[src/rtl/id_ex_stage.sv]
// ID/EX pipeline register with one-bubble load-use interlock.
// Optional bubble counter enabled by defining ID_EX_BUBBLE_CNT_EN.
module id_ex_stage #(
  parameter int DWIDTH = 32,
  parameter int CTRL_W = 16
) (
  input  logic              clk,
  input  logic              rst_n,
  input  logic              id_valid,
  input  logic [DWIDTH-1:0] id_pc,
  input  logic [4:0]        id_rs1_addr,
  input  logic [4:0]        id_rs2_addr,
  input  logic [4:0]        id_rd_addr,
  input  logic [DWIDTH-1:0] id_rs1_data,
  input  logic [DWIDTH-1:0] id_rs2_data,
  input  logic [DWIDTH-1:0] id_imm,
  input  logic [CTRL_W-1:0] id_ctrl,
  input  logic              id_reg_we,
  input  logic              id_mem_rd,
  input  logic              ex_stall,
  input  logic              flush,
  output logic              id_stall,
  output logic              ex_valid,
  output logic [DWIDTH-1:0] ex_pc,
  output logic [4:0]        ex_rs1_addr,
  output logic [4:0]        ex_rs2_addr,
  output logic [4:0]        ex_rd_addr,
  output logic [DWIDTH-1:0] ex_rs1_data,
  output logic [DWIDTH-1:0] ex_rs2_data,
  output logic [DWIDTH-1:0] ex_imm,
  output logic [CTRL_W-1:0] ex_ctrl,
  output logic              ex_reg_we,
  output logic              ex_mem_rd
`ifdef ID_EX_BUBBLE_CNT_EN
  ,
  output logic [31:0]       bubble_cnt
`endif
);

  typedef struct packed {
    logic              valid;
    logic [DWIDTH-1:0] pc;
    logic [4:0]        rs1_addr;
    logic [4:0]        rs2_addr;
    logic [4:0]        rd_addr;
    logic [DWIDTH-1:0] rs1_data;
    logic [DWIDTH-1:0] rs2_data;
    logic [DWIDTH-1:0] imm;
    logic [CTRL_W-1:0] ctrl;
    logic              reg_we;
    logic              mem_rd;
  } id_ex_t;

  id_ex_t ex_q;
  id_ex_t id_d;

  logic rd_nz;
  logic rd_hit;
  logic load_use;
  logic do_bubble;
  logic do_load;

  assign rd_nz  = |ex_q.rd_addr;
  assign rd_hit = (ex_q.rd_addr == id_rs1_addr)
                | (ex_q.rd_addr == id_rs2_addr);

  assign load_use = ex_q.valid & ex_q.mem_rd & rd_nz
                  & id_valid & rd_hit;

  assign id_stall = rst_n & ~flush & (load_use | ex_stall);

  assign do_bubble = flush | (~ex_stall & load_use);
  assign do_load   = ~flush & ~ex_stall & ~load_use;

  // Write-enables are qualified so an invalid slot never writes or loads.
  always_comb begin
    id_d          = ex_q;
    id_d.valid    = id_valid;
    id_d.pc       = id_pc;
    id_d.rs1_addr = id_rs1_addr;
    id_d.rs2_addr = id_rs2_addr;
    id_d.rd_addr  = id_rd_addr;
    id_d.rs1_data = id_rs1_data;
    id_d.rs2_data = id_rs2_data;
    id_d.imm      = id_imm;
    id_d.ctrl     = id_ctrl;
    id_d.reg_we   = id_valid & id_reg_we;
    id_d.mem_rd   = id_valid & id_mem_rd;
  end

  always_ff @(posedge clk) begin
    if (!rst_n) begin
      ex_q <= '0;
    end else begin
      unique case (1'b1)
        do_bubble: begin
          ex_q.valid  <= 1'b0;
          ex_q.reg_we <= 1'b0;
          ex_q.mem_rd <= 1'b0;
        end
        do_load: ex_q <= id_d;
        default: ex_q <= ex_q;
      endcase
    end
  end

  assign ex_valid    = ex_q.valid;
  assign ex_pc       = ex_q.pc;
  assign ex_rs1_addr = ex_q.rs1_addr;
  assign ex_rs2_addr = ex_q.rs2_addr;
  assign ex_rd_addr  = ex_q.rd_addr;
  assign ex_rs1_data = ex_q.rs1_data;
  assign ex_rs2_data = ex_q.rs2_data;
  assign ex_imm      = ex_q.imm;
  assign ex_ctrl     = ex_q.ctrl;
  assign ex_reg_we   = ex_q.reg_we;
  assign ex_mem_rd   = ex_q.mem_rd;

`ifdef ID_EX_BUBBLE_CNT_EN
  logic cnt_inc;

  // Only interlock bubbles count; flush bubbles and holds do not.
  assign cnt_inc = ~flush & ~ex_stall & load_use
                 & ~(&bubble_cnt);

  always_ff @(posedge clk) begin
    if (!rst_n) begin
      bubble_cnt <= '0;
    end else if (cnt_inc) begin
      bubble_cnt <= bubble_cnt + 32'd1;
    end
  end
`endif

endmodule

[config.mk]
export PLATFORM = sky130hd
export DESIGN_NAME = id_ex_stage
export DESIGN_NICKNAME = d
export VERILOG_FILES = /design/src/rtl/id_ex_stage.sv
export SDC_FILE = /design/constraint.sdc
export NUM_CORES = 1
export LEC_CHECK = 0
export BUFFER_PORTS_ARGS = -buffer_cell sky130_fd_sc_hd__clkbuf_2
export CORE_MARGIN = 4
export CORE_UTILIZATION = 42
export CTS_CLUSTER_DIAMETER = 200
export DETAILED_ROUTE_END_ITERATION = 16
export GPL_ROUTABILITY_DRIVEN = 0
export PLACE_DENSITY = 0.72
export SLEW_MARGIN = 15
export SYNTH_ARGS = -nofsm -noshare
export SYNTH_HDL_FRONTEND = slang
export SYNTH_SLANG_ARGS = --single-unit
[constraint.sdc]
create_clock -name clk -period 4.6 [get_ports clk]
set_input_delay 0.46 -clock clk [delete_from_list [all_inputs] [get_ports clk]]
set_output_delay 0.46 -clock clk [all_outputs]
set_load 0.005 [all_outputs]
==> impl_results.md <==
- Antenna violations before repair: 0
- Largest family of logic cells by synthesized area: multiplexers
- Layout cells sized above 1: between 30% and 40%
- Clock Sinks: 162
- Post-DRT Antenna Nets: 0
- Top Layer Used: met4
- Fillers: between 1000 and 1500
- # rows: 45
- DR WL met3: 1340 um
- Largest net degree at the start of global routing: 202
- VDD IR max: 233 uV
- Synth Area in Compound Gates: under 10%
- Final Cycle Share: 56.9%
- Initial Util: 43.3%
- GRT Overall Usage: 18.8%
- Congestion Overflow GR: 0
- Reg power frac: between 40% and 50%
- Skew final: 10.0 ps
- Adder-Cell Fraction of Synth Area: 0%
- Nets: 1187
- Total power: between 3 and 4 mW
- Final hold vios: 0
- Met2 WL: 8160 um
- Most common cell after layout, fill and taps aside: clkbuf_2
- Yosys top cell by area: dfxtp_1
- Net Sw Frac: 24.0%
- I/O Buffers: ~330
- # IOs: 329
- Cts hold-fix bufs: 0
- Unrepaired setup endpoints after global routing: false
- Core area: 15400 um2
- Met1 WL: 7310 um
- Syn Nets: 890
- Mux cell area share after synthesis: between 20% and 30%
- Clk slew on worst S/H paths: 60 ps
- Critical Path End Type: output pin
- Worst Setup Start Kind: register
- Final WL: 17400 um
- Pint: 2.50 mW
- Die area: 17900 um2
- P per Cell Area: about 370 nW/um2
- Clock Tree Root: clkbuf_16
- Num CTS Buffers: 17
- Endpoints failing setup: 0
- YS warnings: 0
- Vias in the first global route: 5563
- Psw: slightly below 0.8 mW
- Crit path time final: ~2600 ps
- Relative slew slack: 40.3%
- Clk network pwr share: a little over two fifths
- Critical path type: reg2out
- Max Freq: about 0.38 GHz
- Top cell type's share of synthesized area: 48.7%
- Setup bufs post-CTS: 0
- Max Root-Sink Buffers: 2
- Post-route setup TNS: 0 ps
- Outcome: completed
- Syn avg cell area: 9.20 um2
- Slew of the pin with the lowest slew margin: about 900 ps
- Seq cells post-synth: 162
- DR iter-0 viols: 300
- DPL Wire Length: 12600 um
- Comb pwr share: 11.2%
- Worst-Skew Late Latency: 420 ps
- Drt wl/cell: 14.0 um
- DRC: 0
- DR pass1 iterations: 4
- Antenna Diode Count: 0
- Synthesized cell area: 6660 um2
- CTS tree: done
- Register area share after synthesis: between 40% and 50%
- Multi-input combinational cell area: 3010 um2
- FF/Latch Area: 3240 um2
- Most frequent cells in the layout: clkbuf_2 (327), nand2_1 (321), dfxtp_1 (162)
- Die Ht: 134 um
- Crit-path max FO: 5
- WP data arrival: 2160 ps
- Routed vias/inst: 4.56
- Max-slew violations: 0
- Syn Inst Count: 724
- # resized after CTS: 0
- Die X: roughly 130 um
- Hold Path Class: in2reg
- Post-Synth Simple-Gate Area: 18.8%
- Max cap viols: 0
- Total leakage power: 4.28 nW
- Synth area leaders: dfxtp_1 (49%), mux2i_1 (24%), nand2_1 (18%), buf_12 (3.3%), clkbuf_1 (2.0%)
- CP required: 4140 ps
- Vias after detailed routing: 5677
- Syn-to-layout area delta: 32.5%
- Post-Synth XOR/XNOR Area: 1.31%
- Synth unique cells: 21
- H-Tree Depth: 4
- First-pass GRT wire length: 27400 um
worst paths after layout:
kind | startpoint | end | slack (ps) | depth (start not counted)
worst min-delay path | id_pc[19] | ex_pc[19] | 260 | 3
worst max register to register | ex_rd_addr[4] | ex_rs2_data[22] | 2140 | 6
worst min register to register | ex_rs2_data[30] | ex_rs2_data[30] | 450 | 2
worst max-delay path | ex_rd_addr[4] | id_stall | 1980 | 6
registers in the layout, summed over array words and instances (netlist names):
| signal | flops |
|---|---|
| ex_ctrl | 16 |
| ex_imm | 32 |
| ex_mem_rd | 1 |
| ex_pc | 32 |
| ex_rd_addr | 5 |
| ex_reg_we | 1 |
| ex_rs1_addr | 5 |
| ex_rs1_data | 32 |
| ex_rs2_addr | 5 |
| ex_rs2_data | 32 |
| ex_valid | 1 |
critical path, stage by stage, from the launching register on:
cell	delay (ps)
dfxtp_1	500
xor2_1	240
nor3_1	80
a22oi_1	470
nor2_1	110
o21ba_2	220
clkbuf_2	120
layout make-up:
class	instances	share of cell area (%)
clock inverter	12	1.49
tap	211	2.99
multi-input combinational	509	34.1
timing repair buffer	331	19.4
sequential	162	36.7
clock buffer	20	5.29
cells by family after synthesis:
family | Yosys count
AND/OR/NAND/NOR | 330
flip-flops | 162
multiplexers | 159
buffers and inverters | 53
AO/OA/AOI/OAI | 10
XOR/XNOR | 10
power groups by stage:
stage / combinational [mW] / clock [mW] / sequential (mW)
detailed placement: 0.371 / 0 / 1.55
floorplan: 0.203 / 0 / 1.55
global placement: 0.367 / 0 / 1.54
finish: 0.367 / 1.41 / 1.52
global route: 0.410 / 1.50 / 1.52
CTS: 0.372 / 1.44 / 1.52
per-stage QoR:
stage          area (um2)  instances  worst slack, ps  hold slack (ps)  util (%)
3_5_place_dp         8230       1213             2200              445      53.5
5_1_grt              8830       1245             1930              263      57.4
3_3_place_gp         8230       1213             2260              442      53.5
4_1_cts              8830       1245             2010              246      57.4
6_report             8830       1245             1980              265      57.4
2_1_floorplan        6660        724             2670              451         -
routing by layer:
metal / up-vias / GRT usage, %
met5: - / 0
met4: 0 / 8.91
met3: 39 / 6.26
met2: 194 / 31.0
met1: 2518 / 22.0
li1: 2926 / -
cells in the mapped netlist:
master	count
buf_4	5
buf_6	1
mux2i_1	159
o21a_1	1
buf_8	1
o211ai_1	2
o21ba_2	1
a21oi_1	3
a22oi_1	1
o21ai_0	1
buf_12	11
dfxtp_1	162
nand2_1	321
or4_1	1
nor3_1	2
xor2_1	10
o2111ai_2	1
nor2b_1	1
nor2_1	4
nand2b_1	1
clkbuf_1	35
No activity file was read; power rests on OpenSTA's default activity.
